===== config.mk =====
export PLATFORM = sky130hd
export DESIGN_NAME = exe_fu_sequencer
export DESIGN_NICKNAME = d
export VERILOG_FILES = /design/src/rtl/drac_pkg.sv /design/src/rtl/exe_wait_counter.sv /design/src/rtl/exe_fu_sequencer.sv
export SDC_FILE = /design/constraint.sdc
export NUM_CORES = 1
export LEC_CHECK = 0
export CAP_MARGIN = 20
export CORE_AREA = 2 2 44 66
export CTS_BUF_LIST = sky130_fd_sc_hd__clkbuf_8
export DETAILED_ROUTE_END_ITERATION = 10
export DIE_AREA = 0 0 46 68
export PLACE_DENSITY = 0.81
export SLEW_MARGIN = 20
export SYNTH_ARGS = -nofsm -noshare
export SYNTH_HDL_FRONTEND = slang
export SYNTH_HIERARCHICAL = 1
export SYNTH_SLANG_ARGS = --single-unit
export TNS_END_PERCENT = 50

===== constraint.sdc =====
create_clock -name clk_i -period 2.6 [get_ports clk_i]
set_input_delay 0.52 -clock clk_i [delete_from_list [all_inputs] [get_ports clk_i]]
set_output_delay 0.52 -clock clk_i [all_outputs]
set_load 0.01 [all_outputs]

===== src/rtl/drac_pkg.sv =====
// Shared execute-stage types: functional unit encodings, sequencer states
// and the default watchdog sizing for multicycle units.
package drac_pkg;

  typedef enum logic [2:0] {
    UNIT_ALU    = 3'd0,
    UNIT_BRANCH = 3'd1,
    UNIT_MUL    = 3'd2,
    UNIT_DIV    = 3'd3,
    UNIT_MEM    = 3'd4
  } functional_unit_t;

  typedef enum logic [1:0] {
    IDLE     = 2'd0,
    WAIT_MUL = 2'd1,
    WAIT_DIV = 2'd2,
    WAIT_MEM = 2'd3
  } seq_state_t;

  // Longest a multicycle unit may stay outstanding, and a counter wide enough for it.
  localparam int SEQ_MAX_WAIT = 64;
  localparam int SEQ_CNT_W    = 7;

  // True for units that answer later with a done/ready pulse.
  function automatic logic is_multicycle(functional_unit_t fu);
    return (fu == UNIT_MUL) || (fu == UNIT_DIV) || (fu == UNIT_MEM);
  endfunction

endpackage


===== src/rtl/exe_wait_counter.sv =====
// Watchdog for an outstanding multicycle operation: cleared on issue,
// counts while enabled, flags the last allowed cycle.
module exe_wait_counter #(
  parameter int MAX_WAIT = 64,
  parameter int CNT_W    = 7
) (
  input  logic clk,
  input  logic rst_n,
  input  logic clear,
  input  logic enable,
  output logic expire
);

  localparam logic [CNT_W-1:0] LAST = CNT_W'(MAX_WAIT - 1);

  logic [CNT_W-1:0] cnt;

  // Count wait cycles; clear takes priority so a fresh issue starts at zero.
  always_ff @(posedge clk or negedge rst_n) begin
    if (!rst_n)      cnt <= '0;
    else if (clear)  cnt <= '0;
    else if (enable) cnt <= cnt + 1'b1;
  end

  assign expire = (cnt == LAST);

endmodule


===== src/rtl/exe_fu_sequencer.sv =====
// Execute-stage functional unit sequencer: single-cycle units write back
// immediately, multicycle units are issued once and waited on under a
// watchdog, with kill and timeout aborting the outstanding operation.
module exe_fu_sequencer
  import drac_pkg::*;
#(
  parameter int MAX_WAIT = SEQ_MAX_WAIT,
  parameter int CNT_W    = SEQ_CNT_W
) (
  input  logic             clk_i,
  input  logic             rstn_i,
  input  logic             instr_valid_i,
  input  functional_unit_t fu_i,
  input  logic [4:0]       rd_i,
  input  logic             kill_i,
  input  logic             mul_done_i,
  input  logic             div_done_i,
  input  logic             mem_ready_i,
  output logic             mul_req_o,
  output logic             div_req_o,
  output logic             mem_req_o,
  output logic             unit_kill_o,
  output logic             stall_o,
  output logic             wb_valid_o,
  output logic [4:0]       wb_rd_o,
  output functional_unit_t wb_sel_o,
  output logic             timeout_o
);

  seq_state_t       state_q, state_d;
  logic [4:0]       rd_q;
  functional_unit_t fu_q;
  logic             start;
  logic             waiting;
  logic             done_match;
  logic             expire;

  assign waiting = (state_q != IDLE);
  assign start   = (state_q == IDLE) && instr_valid_i && !kill_i && is_multicycle(fu_i);

  // Only the completion pulse of the unit being waited on counts.
  assign done_match = ((state_q == WAIT_MUL) && mul_done_i) ||
                      ((state_q == WAIT_DIV) && div_done_i) ||
                      ((state_q == WAIT_MEM) && mem_ready_i);

  exe_wait_counter #(
    .MAX_WAIT (MAX_WAIT),
    .CNT_W    (CNT_W)
  ) u_wdog (
    .clk    (clk_i),
    .rst_n  (rstn_i),
    .clear  (start),
    .enable (waiting),
    .expire (expire)
  );

  // State register.
  always_ff @(posedge clk_i or negedge rstn_i) begin
    if (!rstn_i) state_q <= IDLE;
    else         state_q <= state_d;
  end

  // Capture destination and unit of the instruction being issued.
  always_ff @(posedge clk_i or negedge rstn_i) begin
    if (!rstn_i) begin
      rd_q <= '0;
      fu_q <= UNIT_ALU;
    end else if (start) begin
      rd_q <= rd_i;
      fu_q <= fu_i;
    end
  end

  // Next state: issue moves to the matching wait, any termination returns to IDLE.
  always_comb begin
    state_d = state_q;
    if (state_q == IDLE) begin
      if (start) begin
        unique case (fu_i)
          UNIT_MUL: state_d = WAIT_MUL;
          UNIT_DIV: state_d = WAIT_DIV;
          default:  state_d = WAIT_MEM;
        endcase
      end
    end else if (kill_i || done_match || expire) begin
      state_d = IDLE;
    end
  end

  // Outputs: kill beats done, done beats timeout; reset silences everything at once.
  always_comb begin
    mul_req_o   = 1'b0;
    div_req_o   = 1'b0;
    mem_req_o   = 1'b0;
    unit_kill_o = 1'b0;
    stall_o     = 1'b0;
    wb_valid_o  = 1'b0;
    timeout_o   = 1'b0;
    wb_rd_o     = rd_q;
    wb_sel_o    = fu_q;
    if (!rstn_i) begin
      wb_rd_o  = '0;
      wb_sel_o = UNIT_ALU;
    end else if (kill_i) begin
      unit_kill_o = 1'b1;
    end else if (state_q == IDLE) begin
      if (instr_valid_i) begin
        case (fu_i)
          UNIT_ALU, UNIT_BRANCH: begin
            wb_valid_o = 1'b1;
            wb_rd_o    = rd_i;
            wb_sel_o   = fu_i;
          end
          UNIT_MUL: begin mul_req_o = 1'b1; stall_o = 1'b1; end
          UNIT_DIV: begin div_req_o = 1'b1; stall_o = 1'b1; end
          UNIT_MEM: begin mem_req_o = 1'b1; stall_o = 1'b1; end
          default: ;
        endcase
      end
    end else if (done_match) begin
      wb_valid_o = 1'b1;
    end else if (expire) begin
      timeout_o   = 1'b1;
      unit_kill_o = 1'b1;
    end else begin
      stall_o = 1'b1;
    end
  end

endmodule

==> results of run 1 <==
-- state kept, by name, indices dropped and copies added (netlist names) --
register,cells
u_wdog/cnt,7
rd_q,5
fu_q,3
state_q,2
-- cell usage after synthesis, drive strengths merged, types with 2 or more instances --
cell type | number | share of area (%)
a21boi | 2 | 1.4
a21oi | 5 | 2.3
and3 | 3 | 1.7
and4b | 2 | 1.8
buf | 2 | 1.5
clkbuf | 5 | 1.7
dfrtp | 17 | 39
inv | 3 | 1.0
mux2 | 6 | 6.1
mux2i | 8 | 7.3
nand2 | 15 | 5.1
nand3 | 2 | 0.91
nand4 | 3 | 2.3
nor2 | 11 | 3.7
nor2b | 2 | 1.1
nor3b | 3 | 2.0
nor4b | 2 | 2.2
o21ai | 6 | 2.7
or3 | 2 | 1.1
or4b | 2 | 2.2
xor2 | 4 | 3.2
-- stage by stage --
step | std cells | instance area (um^2) | utilization, % | setup TNS (ns)
floorplan | 117 | 1100 | - | 0
global placement | 189 | 1590 | 61.4 | -2.40
detailed placement | 189 | 1590 | 61.4 | -2.86
CTS | 194 | 1670 | 64.3 | 0
global route | 196 | 1690 | 65.1 | -0.0397
finish | 196 | 1690 | 65.1 | 0
-- layout by cell type (no fill, tap or decap), types with 3 or more instances in the layout --
cell and count:
mux2i_1 7, and3_1 3, mux2_2 6, xor2_1 4
o21ai_0 5, inv_1 3, dlygate4sd2_1 11, clkbuf_8 3
dfrtp_1 17, a21oi_1 5, buf_4 27, nor2_1 9
clkdlybuf4s50_1 13, nand2_1 15
-- layout make-up --
cell class / instances / area (um^2) / area share [%]
clock buffer: 3 / 41.3 / 2.45
clock inverter: 1 / 5.00 / 0.297
inverter: 3 / 11.3 / 0.668
multi-input combinational: 90 / 677 / 40.2
sequential: 17 / 425 / 25.2
tap: 25 / 31.3 / 1.86
timing repair buffer: 57 / 494 / 29.3
-- path summary, 6_finish.rpt --
kind | from | end | slack [ns]
worst max register to register | state_q[0]$_DFFE_PN0P_ | fu_q[0]$_DFFE_PN0P_ | 0.64
worst min-delay path | rd_q[4]$_DFFE_PN0P_ | rd_q[4]$_DFFE_PN0P_ | 0.51
min in group asynchronous | rstn_i | rd_q[1]$_DFFE_PN0P_ | 0.63
worst min register to register | rd_q[4]$_DFFE_PN0P_ | rd_q[4]$_DFFE_PN0P_ | 0.51
max in group asynchronous | rstn_i | state_q[0]$_DFFE_PN0P_ | 1.64
worst max-delay path | instr_valid_i | mul_req_o | 0.05
-- metal layers --
metal  GRT usage, %  vias to the layer above  share of wire, %
met5              0                        -                 0
met4           10.0                        0               1.1
met3           2.37                        4               3.2
met2           40.1                       33                59
met1           21.5                      550                37
li1               -                      533                 -
-- power by group --
part / switching, mW / total [mW] / internal, mW
sequential: 0.0384 / 0.363 / 0.324
combinational: 0.146 / 0.325 / 0.179
clock: 0.0859 / 0.192 / 0.106
-- repair_timing --
item	CTS	global route
pin swaps	1	2
hold buffers	0	0
endpoints found under the setup margin	15	6
setup buffers	1	2
resized for setup	24	7
-- critical path: cells and delay by family --
family | cells | cell delay [ns]
and+or+nand+nor | 3 | 0.76
buffers and inverters | 2 | 0.74
-- logic make-up after synthesis --
kind of cell | Yosys count | share of synthesized area (%)
flip-flops | 17 | 38.5
AND/OR/NAND/NOR | 51 | 27.7
AO/OA/AOI/OAI | 19 | 11.1
multiplexers | 14 | 13.4
XOR/XNOR | 5 | 3.97
buffers and inverters | 10 | 4.19
adder cells (fa/ha/maj) | 1 | 1.13
==> run_results.csv, run 1 <==
group,metric,value,unit
clocking,clockBufferDepth,2,
die,die_area,0.00313,mm^2
outcome,status,"complete, no violations",
synthesis,ys_ff_latch,17,
timing,tightest_slew,0.344,ns
timing,layout_setup_ws,0.0535,ns
clocking,cts_made_buffers,3,
clocking,ctsRootBufferMaster,"clkbuf_8",
timing,relSlewSlack,77.0,%
timing,rsz0062_at_grt,"yes",
grt,grt_pass1_wl,4720,um
pwr,ir_drop,0.000453,V
die,die_h,68,um
synthesis,async_flop_share,100,%
grt,grt_pass1_vias,1078,
worst_setup_path,worst_setup_path_end_kind,"output port",
finish,antenna_cells,0,
timing,finalSetupViolations,0,
timing,finalHoldViolations,0,
synthesis,synth_ff_type,"dfrtp_1",
worst_setup_path,cp-start-kind,"primary input",
routing,wirelength,3160,um
worst_setup_path,rr_worst_depth,4,
synthesis,syn_area,0.00110,mm^2
routing,first_pass_iters,4,
finish,final_nets,188,
pwr,p_leak,0.815,nW
place,dp_hpwl,2360,um
worst_setup_path,critical_path.cell_chain,"clkdlybuf4s50_1 -> or4b_4 -> nor2_4 -> and3_1 -> dlygate4sd2_1",
clocking,clk_pin_slew,0.06,ns
clocking,htreeDepth,1,
die,fp.dieW,46,um
clocking,cts_tree,"yes",
worst_setup_path,cp_data_arrival_time,2.03,ns
routing,drc,0,
synthesis,synthCells,117,
die,core_area,0.00259,mm^2
finish,drive_gt1_share,29.2,%
worst_setup_path,path_max_fanout,3,
grt,overflow,0,
timing,period_needed,2.55,ns
pwr,power_density,522,mW/mm^2
worst_setup_path,crit_path_top_delay_cell,"clkdlybuf4s50_1",
synthesis,ys_types,38,
synthesis,yosys_warnings,6,
worst_setup_path,required,2.08,ns
grt,grt_max_degree,17,
hold_path,holdPathStages,1,
clocking,clk-insertion-delay-late,0.25,ns
timing,fmax,0.393,GHz
timing,whs,0.507,ns
routing,drtIter0Drc,38,
synthesis,synth_nets,133,
worst_setup_path,critPathMaxStageDelay,0.48,ns
die,io_pins,30,
timing,fin_crit_sh,97.9,%
routing,final_antenna_net_count,0,
die,start_util,42.6,%
grt,grt_usage,21.1,%
die,placementRows,23,
worst_setup_path,worst-setup-path-type,"in -> out",
timing,slew_viol_final,0,
place,gp_congestion,0.829,
synthesis,synth-seq-area-share,38.5,%
finish,num-fill-cells,200,
timing,fin_skew,0.00275,ns
routing,wl_per_cell,16.1,um
pwr,power,879,uW
routing,viasPerCell,5.71,
grt,antenna_found_initial,0,
clocking,clock_sinks,17,
place,port_buffers,29,
synthesis,avgSynthCellArea,9.43,um^2
hold_path,hold_path_class,"reg -> reg",
routing,num_vias,1120,
place,post-place-ws,-0.427,ns
finish,area_delta_synth_final,52.7,%
job,cap_violations,0,
synthesis,synth-edff-count,0,
No activity file was read; power rests on OpenSTA's default activity.
==> inputs of run 2 (changes only) <==
--- a/config.mk
+++ b/config.mk
@@ -10,6 +10,7 @@
 export CTS_BUF_LIST = sky130_fd_sc_hd__clkbuf_8
 export DETAILED_ROUTE_END_ITERATION = 10
 export DIE_AREA = 0 0 46 68
+export GPL_ROUTABILITY_DRIVEN = 0
 export PLACE_DENSITY = 0.81
 export SLEW_MARGIN = 20
 export SYNTH_ARGS = -nofsm -noshare
==> constraint.sdc (replaced) <==
create_clock -name clk_i -period 2.6 [get_ports clk_i]
set_input_delay 0.26 -clock clk_i [delete_from_list [all_inputs] [get_ports clk_i]]
set_output_delay 0.26 -clock clk_i [all_outputs]
set_load 0.01 [all_outputs]
==> run_results.csv, run 2 (same netlist as run 1, synthesis figures left out) <==
group,metric,value,unit
worst_setup_path,required,2.34,ns
grt,grt_pass1_wl,4310,um
worst_setup_path,cp-start-kind,"primary input",
worst_setup_path,path_max_fanout,6,
grt,grt_max_degree,22,
routing,drc,0,
die,core_area,0.00259,mm^2
worst_setup_path,cp_data_arrival_time,2.26,ns
timing,fin_skew,0.00733,ns
die,die_h,68,um
finish,drive_gt1_share,17.6,%
clocking,cts_tree,"yes",
worst_setup_path,worst-setup-path-type,"in -> out",
timing,slew_viol_final,0,
finish,largest_reg_flops,7,
timing,tns,0,ns
finish,final_nets,170,
timing,fmax,0.397,GHz
grt,grt_pass1_vias,988,
timing,period_needed,2.52,ns
clocking,htreeDepth,1,
place,dp_hpwl,2140,um
worst_setup_path,critPathTopFamily,"buffers and inverters",
job,cap_violations,0,
die,placementRows,23,
finish,multiInputGateArea,643,um^2
worst_setup_path,timing.rr.start,"state_q[1]$_DFFE_PN0P_",
worst_setup_path,crit_top_cell,"clkdlybuf4s50_1",
clocking,clk_pin_slew,0.07,ns
finish,area_delta_synth_final,38.1,%
timing,fin_crit_sh,96.8,%
finish,layout_common_cells,"clkdlybuf4s50_1, dfrtp_1, nand2_1",
worst_setup_path,reg2reg_to,"fu_q[0]$_DFFE_PN0P_",
pwr,power_density,537,mW/mm^2
worst_setup_path,critical_path.cell_chain,"clkdlybuf4s50_1 -> or4b_4 -> nor2_1 -> and4b_1 -> clkdlybuf4s50_1",
routing,first_pass_iters,4,
clocking,clockBufferDepth,2,
worst_setup_path,worst_setup_path_end_kind,"output port",
timing,finalHoldViolations,0,
die,die_area,0.00313,mm^2
finish,seq_area,427,um^2
hold_path,hold_path_class,"in -> async",
grt,grt_usage,19.2,%
place,port_buffers,29,
timing,finalSetupViolations,0,
clocking,clk-insertion-delay-late,0.25,ns
worst_setup_path,critPathBufInv,2,
die,fp.dieW,46,um
finish,num-fill-cells,223,
grt,overflow,0,
finish,antenna_cells,0,
outcome,status,"complete, no violations",
clocking,clock_sinks,17,
worst_setup_path,crit_path_top_delay_cell,"or4b_4",
timing,layout_setup_ws,0.0827,ns
grt,antenna_found_initial,0,
timing,tightest_slew,0.309,ns
pwr,p_leak,0.643,nW
finish,largest_register,"u_wdog/cnt",
timing,relSlewSlack,78.8,%
routing,drtIter0Drc,24,
clocking,cts_made_buffers,3,
place,post-place-ws,0.0715,ns
routing,num_vias,1057,
routing,final_antenna_net_count,0,
pwr,ir_drop,0.000471,V
worst_setup_path,r2r_slack,0.80,ns
finish,final_common_cell,"clkdlybuf4s50_1",
routing,wirelength,2790,um
worst_setup_path,critPathMaxStageDelay,0.55,ns
worst_setup_path,rr_worst_depth,3,
die,io_pins,30,
clocking,ctsRootBufferMaster,"clkbuf_8",
finish,top_regs,"u_wdog/cnt x7, rd_q x5, fu_q x3",
routing,viasPerCell,5.94,
routing,wl_per_cell,15.7,um
die,start_util,42.6,%
==> run 2: cell types whose count changed in the layout (fill, tap and decap cells not counted), sizes merged <==
cell           change
buf               -19
clkbuf             -1
clkdlybuf4s50     +15
dlygate4sd2       -11
dlymetal6s2s       -2
==> run 2: final cells by class <==
cell class,instances,area share (%)
inverter,3,0.739
clock buffer,3,2.71
multi-input combinational,90,42.2
timing repair buffer,39,24.0
tap,25,2.05
sequential,17,28.0
clock inverter,1,0.328
==> run 2: routing by layer <==
| layer | part of all wire [%] | GRT usage (%) | vias up |
|---|---|---|---|
| li1 | - | - | 497 |
| met1 | 37 | 21.1 | 517 |
| met2 | 57 | 35.8 | 37 |
| met3 | 4.6 | 3.43 | 6 |
| met4 | 1.6 | 6.07 | 0 |
| met5 | 0 | 0 | - |
==> run 2: what timing repair did <==
item,in CTS,in global routing
buffers inserted,1,1
endpoints found under the setup margin,2,3
endpoints found under the hold margin,0,0
gates resized for setup,2,3
pin swaps,1,1
hold buffers,0,0
==> run 2: worst max path at each step <==
| stage | startpoint | to | slack, ns | cells past startpoint |
|---|---|---|---|---|
| after floorplan | u_wdog/cnt[0]$_DFFE_PN0P_ | stall_o | 0.69 | 5 |
| after global placement | kill_i | stall_o | 0.16 | 5 |
| after detailed placement | u_wdog/cnt[0]$_DFFE_PN0P_ | stall_o | 0.07 | 6 |
| after CTS | state_q[1]$_DFFE_PN0P_ | mem_req_o | 0.07 | 4 |
| after global routing | u_wdog/cnt[0]$_DFFE_PN0P_ | stall_o | -0.03 | 6 |
| final | kill_i | mem_req_o | 0.08 | 5 |
==> run 2: per-stage QoR <==
stage	instances	utilization, %	total power, mW	hold slack, ns	cell area, um^2
floorplan	117	-	0.511	-0.0356	1100
global placement	172	56.0	0.604	0.487	1450
detailed placement	172	56.0	0.620	0.492	1450
CTS	177	58.2	0.820	0.392	1510
global route	178	58.8	0.867	0.400	1520
finish	178	58.8	0.819	0.391	1520
==> run 2: power by group <==
part           internal, mW  total [mW]  switching (mW)
clock network         0.106       0.198          0.0922
registers             0.324       0.379          0.0554
logic                 0.134       0.241           0.106
==> inputs of run 3 (changes only) <==
--- a/config.mk
+++ b/config.mk
@@ -12,6 +12,7 @@
 export DIE_AREA = 0 0 46 68
 export GPL_ROUTABILITY_DRIVEN = 0
 export PLACE_DENSITY = 0.81
+export REMOVE_ABC_BUFFERS = 1
 export SLEW_MARGIN = 20
 export SYNTH_ARGS = -nofsm -noshare
 export SYNTH_HDL_FRONTEND = slang
==> run_results.csv, run 3 (same netlist as run 1, synthesis figures left out) <==
group,metric,value,unit
outcome,status,"complete, no violations",
routing,wl_per_cell,15.1,um
routing,final_antenna_net_count,0,
place,place_area,0.00144,mm^2
pwr,p_leak,0.650,nW
timing,fin_skew,0.00600,ns
grt,antenna_found_initial,0,
job,cap_violations,0,
place,dp.cells,171,
finish,area_delta_synth_final,37.8,%
finish,fin_util,58.7,%
place,dp_hpwl,2030,um
routing,highest_layer,"met4",
finish,top_regs,"u_wdog/cnt x7, rd_q x5, fu_q x3",
finish,num-fill-cells,219,
timing,fmax,0.394,GHz
die,start_util,42.6,%
clocking,cts_hold_buffers,0,
grt,overflow,0,
routing,num_vias,1000,
clocking,clockBufferDepth,2,
routing,wirelength,2650,um
die,die_area,0.00313,mm^2
worst_setup_path,crit_start,"state_q[1]$_DFFE_PN0P_",
finish,final_nets,168,
grt,grt_pass1_vias,1010,
timing,period_needed,2.54,ns
worst_setup_path,cp_data_arrival_time,2.28,ns
worst_setup_path,critPathTopFamily,"simple AND/OR/NAND/NOR gates",
clocking,cts_tree,"yes",
pwr,power,814,uW
routing,drtIter0Drc,20,
worst_setup_path,timing.rr.start,"state_q[1]$_DFFE_PN0P_",
finish,largest_reg_flops,7,
timing,tns,0,ns
worst_setup_path,path_max_fanout,10,
clocking,htreeDepth,1,
worst_setup_path,critPathMaxStageDelay,0.59,ns
clocking,clk_pin_slew,0.06,ns
clocking,clk-insertion-delay-late,0.25,ns
grt,grt_max_degree,20,
routing,drt-met1-wl,1090,um
die,die_h,68,um
finish,layout_common_cells,"clkdlybuf4s50_1, nand2_1, dfrtp_1",
pwr,power_density,535,mW/mm^2
finish,final_common_cell,"clkdlybuf4s50_1",
routing,met3_length,79,um
worst_setup_path,crit_path_top_delay_cell,"or4b_4",
clocking,clock_sinks,17,
routing,drc,0,
die,placementRows,23,
worst_setup_path,cp-start-kind,"flip-flop",
worst_setup_path,worst_setup_path_end_kind,"output port",
die,fp.dieW,46,um
timing,slew_viol_final,0,
timing,finalHoldViolations,0,
finish,stdcell_area,0.00152,mm^2
hold_path,hold_path_class,"in -> async",
worst_setup_path,r2r_slack,0.79,ns
worst_setup_path,worst-setup-path-type,"reg -> out",
worst_setup_path,critPathBufInv,1,
timing,finalSetupViolations,0,
finish,antenna_cells,0,
place,post-place-ws,0.0944,ns
timing,whs,0.384,ns
timing,tightest_slew,0.333,ns
grt,grt_pass1_wl,4160,um
clocking,cts_made_buffers,3,
pwr,ir_drop,0.000492,V
timing,fin_crit_sh,97.6,%
finish,largest_register,"u_wdog/cnt",
routing,wl_met2,1470,um
timing,relSlewSlack,77.2,%
die,core_area,0.00259,mm^2
grt,grt_usage,17.9,%
worst_setup_path,required,2.34,ns
routing,viasPerCell,5.68,
place,port_buffers,29,
finish,final_cells,176,
die,io_pins,30,
worst_setup_path,critical_path.cell_chain,"or4b_4 -> nor2_1 -> and4b_1 -> clkdlybuf4s50_1",
routing,first_pass_iters,4,
timing,layout_setup_ws,0.0635,ns
clocking,ctsRootBufferMaster,"clkbuf_8",
finish,drive_gt1_share,17.2,%
-- run 3: timing repair --
item,4_1_cts,5_1_grt
buffers inserted,1,0
gates resized for setup,1,7
setup endpoints to repair,1,9
pin swaps,1,1
-- run 3: final timing paths --
check / endpoint / cells after the start
max in group asynchronous: state_q[1]$_DFFE_PN0P_ / 2
min in group clk_i: rd_q[0]$_DFFE_PN0P_ / 1
worst min register to register: rd_q[0]$_DFFE_PN0P_ / 1
worst min-delay path: rd_q[4]$_DFFE_PN0P_ / 2
worst max-delay path: mem_req_o / 4
worst max register to register: fu_q[0]$_DFFE_PN0P_ / 3
-- run 3: power by group --
| part | total [mW] | leakage [nW] | internal [mW] | switching (mW) |
|---|---|---|---|---|
| clock network | 0.193 | 0.0269 | 0.105 | 0.0883 |
| logic | 0.237 | 0.410 | 0.135 | 0.102 |
| registers | 0.384 | 0.213 | 0.326 | 0.0582 |
-- run 3: layout make-up --
cell class,instances,area (um^2),area share [%]
clock buffers,3,41.3,2.72
clock inverters,1,3.75,0.247
inverters,3,11.3,0.741
multi-input cells,90,653,43.0
flip-flops and latches,17,428,28.1
well taps,25,31.3,2.06
repair buffers,37,352,23.1
-- run 3: metal layers --
layer,global-route usage [%],vias up
li1,-,492
met1,21.0,484
met2,31.3,22
met3,2.90,2
met4,7.14,0
met5,0,-
